<file path="config.mk">
export PLATFORM = sky130hd
export DESIGN_NAME = seg7_scan_scheduler
export DESIGN_NICKNAME = d
export VERILOG_FILES = /design/src/rtl/seg7_pkg.sv /design/src/rtl/hex_to_seg7.sv /design/src/rtl/seg7_scan_scheduler.sv
export SDC_FILE = /design/constraint.sdc
export NUM_CORES = 1
export LEC_CHECK = 0
export ABC_AREA = 1
export BUFFER_PORTS_ARGS = -buffer_cell sky130_fd_sc_hd__buf_4
export CORE_AREA = 4 4 104 106
export DETAILED_ROUTE_END_ITERATION = 7
export DIE_AREA = 0 0 108 110
export GPL_ROUTABILITY_DRIVEN = 0
export PLACE_DENSITY_LB_ADDON = 0.15
export REMOVE_ABC_BUFFERS = 1
export SYNTH_ARGS = -nofsm -noshare
export SYNTH_HDL_FRONTEND = slang
export SYNTH_SLANG_ARGS = --single-unit
</file>
<file path="constraint.sdc">
create_clock -name Clk -period 8.7 [get_ports Clk]
set_clock_uncertainty 0.05 [all_clocks]
set_input_delay 1.74 -clock Clk [delete_from_list [all_inputs] [get_ports Clk]]
set_output_delay 1.74 -clock Clk [all_outputs]
set_load 0.01 [all_outputs]
</file>
<file path="src/rtl/seg7_pkg.sv">
// Shared types, constants and the digit-search helper for the
// seven-segment scan scheduler.
package seg7_pkg;

    typedef enum logic [1:0] {
        S_IDLE,
        S_BLANK,
        S_ON,
        S_OFF
    } state_e;

    localparam logic [7:0] SEG_OFF = 8'hFF;
    localparam logic [3:0] AN_OFF  = 4'hF;

    // Active-low {dp,g,f,e,d,c,b,a} patterns for hex 0..F, dp held off.
    localparam logic [7:0] HEX_SEG [16] = '{
        8'hC0, 8'hF9, 8'hA4, 8'hB0, 8'h99, 8'h92, 8'h82, 8'hF8,
        8'h80, 8'h90, 8'h88, 8'h83, 8'hC6, 8'hA1, 8'h86, 8'h8E
    };

    // Next enabled digit after cur, searching upward modulo 4. Returns cur
    // when it is the only enabled digit. Calling it with cur=3 yields the
    // lowest enabled digit.
    function automatic logic [1:0] next_enabled(input logic [3:0] en,
                                                input logic [1:0] cur);
        logic [1:0] idx;
        next_enabled = cur;
        for (int k = 4; k >= 1; k--) begin
            idx = cur + 2'(k);
            if (en[idx]) next_enabled = idx;
        end
    endfunction

endpackage

</file>
<file path="src/rtl/hex_to_seg7.sv">
// Combinational hex nibble to active-low seven-segment pattern (no dp).
module hex_to_seg7
    import seg7_pkg::*;
(
    input  logic [3:0] hex_i,
    output logic [6:0] seg_o
);

    assign seg_o = HEX_SEG[hex_i][6:0];

endmodule

</file>
<file path="src/rtl/seg7_scan_scheduler.sv">
// Scan scheduler for a 4-digit common-anode display: blank/PWM slot timing,
// rotation over enabled digits and tear-free commit of new data per frame.
module seg7_scan_scheduler
    import seg7_pkg::*;
#(
    parameter int DIGIT_TICKS = 4096,
    parameter int BLANK_TICKS = 64
) (
    input  logic        Clk,
    input  logic        reset_n,
    input  logic        wr_valid,
    input  logic [19:0] wr_data,
    output logic        wr_ready,
    input  logic [3:0]  dig_en,
    input  logic [3:0]  bright,
    output logic [3:0]  an,
    output logic [7:0]  seg,
    output logic [1:0]  cur_digit,
    output logic        frame_done
);

    localparam int TW     = $clog2(DIGIT_TICKS);
    localparam int ACTIVE = DIGIT_TICKS - BLANK_TICKS;
    localparam int PW     = TW + 4;

    state_e        state_q;
    logic [TW-1:0] tick_q, on_len_q, on_len_d, on_cnt_next;
    logic [1:0]    sel_q, next_sel, first_sel, cur_digit_q;
    logic [3:0]    an_q;
    logic [7:0]    seg_q;
    logic [PW-1:0] on_prod;
    logic          slot_end, boundary;
    logic [19:0]   active_q, pending_q;
    logic          pending_full_q, pending_full_d, wr_ready_q, frame_done_q, wr_xfer;
    logic [3:0]    hex_sel, dp_bits;
    logic [6:0]    seg7;

    // (bright+1)*ACTIVE needs TW+4 bits; the shift happens only afterwards.
    assign on_prod     = (PW'(bright) + PW'(1)) * PW'(ACTIVE);
    assign on_len_d    = TW'(on_prod >> 4);
    assign on_cnt_next = tick_q - TW'(BLANK_TICKS - 1);

    assign hex_sel = active_q[{sel_q, 2'b00} +: 4];
    assign dp_bits = active_q[19:16];
    assign wr_xfer = wr_valid & wr_ready_q;

    hex_to_seg7 u_hex (
        .hex_i (hex_sel),
        .seg_o (seg7)
    );

    always_comb begin
        // NOTE: every output gets a default first so no latch is inferred.
        slot_end  = (state_q != S_IDLE) && (tick_q == TW'(DIGIT_TICKS - 1));
        next_sel  = next_enabled(dig_en, sel_q);
        first_sel = next_enabled(dig_en, 2'd3);
        boundary  = 1'b0;
        if (state_q == S_IDLE) begin
            boundary = (dig_en != 4'd0);
        end else if (slot_end) begin
            boundary = (dig_en != 4'd0) && (next_sel <= sel_q);
        end
        pending_full_d = wr_xfer | (pending_full_q & ~boundary);
    end

    always_ff @(posedge Clk or negedge reset_n) begin
        if (!reset_n) begin
            state_q     <= S_IDLE;
            tick_q      <= '0;
            sel_q       <= '0;
            on_len_q    <= '0;
            an_q        <= AN_OFF;
            seg_q       <= SEG_OFF;
            cur_digit_q <= '0;
        end else begin
            // NOTE: non-blocking so every read in this block sees the pre-edge value.
            an_q        <= AN_OFF;
            seg_q       <= SEG_OFF;
            cur_digit_q <= sel_q;
            if (state_q == S_ON) begin
                an_q  <= ~(4'b0001 << sel_q);
                seg_q <= {~dp_bits[sel_q], seg7};
            end

            if (state_q == S_IDLE) begin
                if (dig_en != 4'd0) begin
                    sel_q   <= first_sel;
                    tick_q  <= '0;
                    state_q <= S_BLANK;
                end
            end else if (slot_end) begin
                tick_q <= '0;
                if (dig_en == 4'd0) begin
                    state_q <= S_IDLE;
                end else begin
                    sel_q   <= next_sel;
                    state_q <= S_BLANK;
                end
            end else begin
                tick_q <= tick_q + TW'(1);
                case (state_q)
                    S_BLANK: begin
                        if (tick_q == '0) on_len_q <= on_len_d;
                        if (tick_q == TW'(BLANK_TICKS - 1)) state_q <= S_ON;
                    end
                    S_ON: if (on_cnt_next == on_len_q) state_q <= S_OFF;
                    default: ;
                endcase
            end
        end
    end

    always_ff @(posedge Clk or negedge reset_n) begin
        if (!reset_n) begin
            active_q       <= '0;
            pending_full_q <= 1'b0;
            wr_ready_q     <= 1'b1;
            frame_done_q   <= 1'b0;
        end else begin
            frame_done_q   <= boundary;
            pending_full_q <= pending_full_d;
            wr_ready_q     <= ~pending_full_d;
            if (boundary && pending_full_q) active_q <= pending_q;
        end
    end

    // NOTE: payload register needs no reset; pending_full_q qualifies it.
    always_ff @(posedge Clk) begin
        if (wr_xfer) pending_q <= wr_data;
    end

    assign an         = an_q;
    assign seg        = seg_q;
    assign cur_digit  = cur_digit_q;
    assign frame_done = frame_done_q;
    assign wr_ready   = wr_ready_q;

endmodule

</file>
==> results of run 1 <==
-- final cells by class --
type | count | area (um2)
fill | 894 | 4260
tap | 133 | 166
multi-input combinational | 389 | 2320
sequential | 83 | 2190
timing repair buffer | 46 | 345
inverter | 72 | 270
clock buffer | 10 | 138
clock inverter | 6 | 76.3
-- per-stage QoR --
step	total power, mW	util, %
after floorplan	0.542	-
after global placement	0.583	54.2
after detailed placement	0.589	54.2
after CTS	0.888	56.4
after global routing	0.933	56.4
final	0.878	56.4
-- tightest hold or removal path: stages (launching register included) --
cell and delay, ns:
dfrtp_1 0.34, nand2_1 0.05, nand2_1 0.05
-- layer usage --
metal | part of all wire, % | vias up | global-route usage (%) | routed length [um]
li1 | - | 1906 | - | -
met1 | 48 | 1744 | 24.0 | 4520
met2 | 47 | 85 | 28.3 | 4480
met3 | 4.2 | 8 | 4.31 | 402
met4 | 1.1 | 0 | 5.41 | 105
met5 | 0 | - | 0 | 0
-- power groups by stage --
stage | combinational, mW | sequential (mW) | clock, mW
detailed placement | 0.173 | 0.415 | 0
global placement | 0.168 | 0.415 | 0
finish | 0.172 | 0.407 | 0.299
floorplan | 0.128 | 0.414 | 0
CTS | 0.175 | 0.408 | 0.305
global route | 0.201 | 0.408 | 0.324
-- cells by family after synthesis --
family                     synth area share (%)
and+or+nand+nor                            23.8
buffers and inverters                      7.20
AOI/OAI and AO/OA                          8.61
DFF                                        45.1
adders and majority gates                  11.9
xor gates and xnor gates                   3.42
-- registers in the layout, indices dropped and copies added (netlist names) --
register        flops
tick_q             12
on_len_q           10
active_q           20
state_q             2
sel_q               2
seg                 8
pending_q          20
cur_digit           2
wr_ready            1
frame_done          1
pending_full_q      1
an                  4
-- how the worst max path moves through the flow --
stage                     startpoint           end  slack (ns)  depth (start not counted)
after floorplan            bright[0]  on_len_q[11]        3.49                         15
after global placement     bright[0]  on_len_q[11]        3.19                         16
after detailed placement   bright[0]  on_len_q[11]        3.10                         16
after CTS                  bright[0]  on_len_q[11]        3.46                         16
after global routing       bright[0]  on_len_q[11]        3.25                         16
final                      bright[0]  on_len_q[11]        3.46                         16
-- placed cells by master, fill, tap and decap left out, types with 2 or more instances in the layout --
cell / Yosys / layout
nand2_1: 150 / 150
inv_1: 68 / 68
nand3_1: 56 / 56
dfrtp_1: 50 / 50
buf_4: 4 / 46
ha_1: 32 / 32
o21ai_0: 29 / 29
nor2_1: 27 / 27
edfxtp_1: 20 / 20
a21oi_1: 18 / 18
dfstp_2: 13 / 13
xor2_1: 10 / 10
clkbuf_8: 0 / 10
xnor2_1: 9 / 9
fa_1: 9 / 9
nand4_1: 7 / 7
o22ai_1: 6 / 6
or2_2: 4 / 4
nor3_1: 4 / 4
o211ai_1: 3 / 3
inv_2: 3 / 3
inv_6: 0 / 3
a32oi_1: 2 / 2
o311ai_0: 2 / 2
nand2_2: 2 / 2
nand2_4: 2 / 2
nor4_1: 2 / 2
nand3b_1: 2 / 2
o21bai_1: 2 / 2
==> run metrics, run 1 <==
RR Startpoint=sel_q[0]; post-CTS setup repair buffer count=0; Die ar.=0.0119 mm2; Seq/Total Area, Yosys=45.1%; synth top area cells=dfrtp_1, edfxtp_1, nand2_1; DP Area=0.00530 mm2; Clock Path Buffers=2; register bit total from synthesis=83; CTS Root Buffer Type=clkbuf_8; FF-to-FF path depth=16; Commonest cells post-synth=nand2_1, inv_1, nand3_1; antenna viol nets, final=0; Async S/R FF share, synth=75.9%; CP Launch Type=primary input; Internal=0.624 mW; Worst Max-Slew Pin Slew=0.769 ns; CTS HTree Levels=3; Final Max Tran Viols=0; Peak Freq=191 MHz; r2r endpoint=active_q[11]; power share of the combinational group=19.6%; dpl hpwl=6950 um; final cell count without fillers=739; via count=3743; starting density of the core=49.8%; most used cell, CP=fa_1; number of global-route vias before repair=3570; leakage dissipation=2.72 nW; worst-path cell chain=buf_4 -> ha_1 -> xor2_1 -> inv_1 -> fa_1 -> fa_1 -> fa_1 -> inv_1 -> ha_1 -> a21oi_1 -> nand2_1 -> nand4_1 -> o311ai_0 -> or2_2 -> nand3_1 -> nand2_1; TNS Setup=0 ns; CTS tree=built; CTS Buf Count=9; hold buffers post-CTS=0; RSZ-0062 raised after global routing=false; Mapped Cells=558; Die H=110 um; critical path's top delay family=adder cells; Most used DFF post-synth=dfrtp_1; synth unique cells=42; hold_sp=active_q[3]; cell area after layout=0.00551 mm2; Final #Nets=673; Power Dens Cells=159 mW/mm2; CTS clk-pin slew, worst paths=0.09 ns; Net Switching=0.254 mW; Placed Cells incl. Taps=723; mean post-synth cell area=8.72 um2; leading area contributor after synthesis=dfrtp_1; clock sinks=83; slowest stage delay, CP=0.57 ns; status=completed; Hold Path Depth=2; Routed WL=9500 um; YS warnings=0; clock period minus worst slack=5.24 ns; initial antenna violation count=0; worst hold-check slack=0.422 ns; gr ovfl total=0; CP Data Arrival Time=5.43 ns; Site Rows=36; first-pass GRT wire length=16500 um; switching share of total power=29.0%; CP Capture Type=flop; clock power share=34.0%; WS Path Type=in2reg; post-CTS sizing=0; area grow syn2layout=13.3%; io pins=47; DR pass1 iterations=4; Horiz. Die Dim=108 um; Final period util=60.2%; largest net degree at the start of global routing=64; Seq pwr share=46.4%; global-route usage over all layers=17.7%; Finish-stage setup viols=0; worst path bufs/invs=3; drt drc=0; share of layout cells above drive strength 1=15.2%; Post-synth EDFFs=20; Detailed Route Iter0 Violations=181; Worst path slowest cell=fa_1; number of diodes=0; WHS Endpoint=active_q[3]; port buffer count=46; core area=0.00977 mm2; most common cell in the netlist=nand2_1; Crit Path Max Fanout=7; Routed WL per cell=12.9 um; Final WS setup=3.46 ns; drt via density=5.06; later-pin clock latency in the skew report=0.36 ns; worst relative slew slack=48.7%; final hold vios=0; Max IR drop VDD=0.000106 V; dpl ws=3.10 ns; post-synth top area share=25.7%; r2r setup slk=4.49 ns; max-capacitance violation count=0; Hold Crit Class=reg2reg; Synth Cell Area=0.00487 mm2; Worst EP required=8.89 ns
Power figures use the tool's default switching activity.
==> run 2: changes to the inputs <==
- clock period: 8.7 -> 4.6 ns (I/O delays scaled with it)
==> run 2 against run 1 <==
Global-route usage rose by 0.47 points. Critical path type unchanged. Flip-flop and latch count did not move. Register-to-register slack worse by 3.3 ns. Combinational power rose by 94%. Worst setup slack lost 3.1 ns. Routed wire length increased by 1.2%. Highest routed layer unchanged. Hold slack better by 0.0043 ns. Sequential power grew 89%. Final cell count grew 1.1%.
==> run metrics, run 2 (synthesis gave the netlist of run 1 again) <==
status=completed; via count=3764; TNS Setup=0 ns; core area=0.00977 mm2; CTS clk-pin slew, worst paths=0.10 ns; global-route usage over all layers=18.2%; first-pass GRT wire length=17100 um; post-CTS sizing=0; Routed WL per cell=12.9 um; highest metal used=met4; wl on met1=4580 um; RR Startpoint=sel_q[0]; Die ar.=0.0119 mm2; CP Capture Type=flop; CTS tree=built; leakage dissipation=2.75 nW; Clock Path Buffers=2; DR pass1 iterations=6; area of the multi-input gates=0.00232 mm2; later-pin clock latency in the skew report=0.36 ns; Crit Path Max Fanout=5; CTS HTree Levels=3; Die H=110 um; gr ovfl total=0; clock period minus worst slack=4.23 ns; max-capacitance violation count=0; RSZ-0062 raised after global routing=false; biggest regs=active_q: 20 flops, pending_q: 20 flops, tick_q: 12 flops; worst hold-check slack=0.426 ns; dpl hpwl=7120 um; Placed Cells incl. Taps=731; Peak Freq=236 MHz; Horiz. Die Dim=108 um; Detailed Route Iter0 Violations=168; number of global-route vias before repair=3791; CP Data Arrival Time=4.46 ns; drt via density=5.04; WL met2=4520 um; io pins=47; Seq. cell area=0.00219 mm2; Final Max Tran Viols=0; port buffer count=46; Hold Crit Class=reg2reg; CP Launch Type=primary input; hold buffers post-CTS=0; initial antenna violation count=0; antenna viol nets, final=0; post-CTS setup repair buffer count=0; WS Path Type=in2reg; Final period util=92.0%; total power draw=1.63 mW; Routed WL=9620 um; worst relative slew slack=48.4%; Worst EP required=4.83 ns; CTS Root Buffer Type=clkbuf_8; Final #Nets=681; Max IR drop VDD=0.000181 V; r2r endpoint=active_q[11]; r2r setup slk=1.19 ns; worst setup path start=bright[0]; clock sinks=83; Site Rows=36; number of diodes=0; commonest cells after routing, fill and taps aside=nand2_1, inv_1, nand3_1; share of layout cells above drive strength 1=16.3%; Finish-stage setup viols=0; Worst Max-Slew Pin Slew=0.772 ns; area grow syn2layout=14.3%; Critical Path End=on_len_q[10]; Final Util=56.9%; FF-to-FF path depth=17; Power Dens Cells=293 mW/mm2; final cell count without fillers=747; CTS Buf Count=9; largest net degree at the start of global routing=64; fill count=892; starting density of the core=49.8%; met3 wire len=422 um; final hold vios=0; drt drc=0; commonest non-fill, non-tap cell in the layout=nand2_1
-- run 2: area by class of cell --
type | instances | share of cell area, %
multi-input cells | 389 | 41.8
clock inverters | 7 | 1.42
inverters | 72 | 4.86
well taps | 133 | 2.99
flip-flops and latches | 83 | 39.4
repair buffers | 54 | 7.29
clock buffers | 9 | 2.23
-- run 2: metrics by stage --
stage | worst slack (ns) | cell area [um2]
floorplan | 0.207 | 4790
finish | 0.367 | 5560
CTS | 0.349 | 5560
global route | 0.149 | 5560
global placement | 0.114 | 5360
detailed placement | -0.0280 | 5360
-- run 2: critical path, cell delays in order --
cell and delay (ns):
buf_4 0.12, ha_1 0.22, xor2_1 0.23, inv_1 0.11, fa_1 0.49, buf_4 0.18, fa_1 0.55, fa_1 0.44
ha_1 0.39, a21oi_1 0.16, nand2_1 0.09, a21oi_1 0.15, o21ai_0 0.11, xor2_1 0.14, o21ai_0 0.15
-- run 2: worst min path at each step --
stage | startpoint | to | slack, ns | cells after the start
2_1_floorplan | active_q[3] | active_q[3] | 0.38 | 2
3_3_place_gp | active_q[3] | active_q[3] | 0.40 | 2
3_5_place_dp | active_q[7] | active_q[7] | 0.40 | 2
4_1_cts | active_q[7] | active_q[7] | 0.43 | 2
5_1_grt | active_q[7] | active_q[7] | 0.45 | 2
6_report | active_q[7] | active_q[7] | 0.43 | 2
-- run 2: routing by layer --
metal,global-route usage (%),vias to the layer above
met5,0,-
met3,3.90,7
li1,-,1926
met1,23.8,1750
met2,30.2,81
met4,5.95,0
-- run 2: report_power, final --
| part | total, mW | internal [mW] | switching, mW | leakage (nW) |
|---|---|---|---|---|
| Combinational | 0.334 | 0.144 | 0.190 | 1.72 |
| Clock | 0.527 | 0.218 | 0.310 | 0.104 |
| Sequential | 0.771 | 0.764 | 0.00685 | 0.925 |
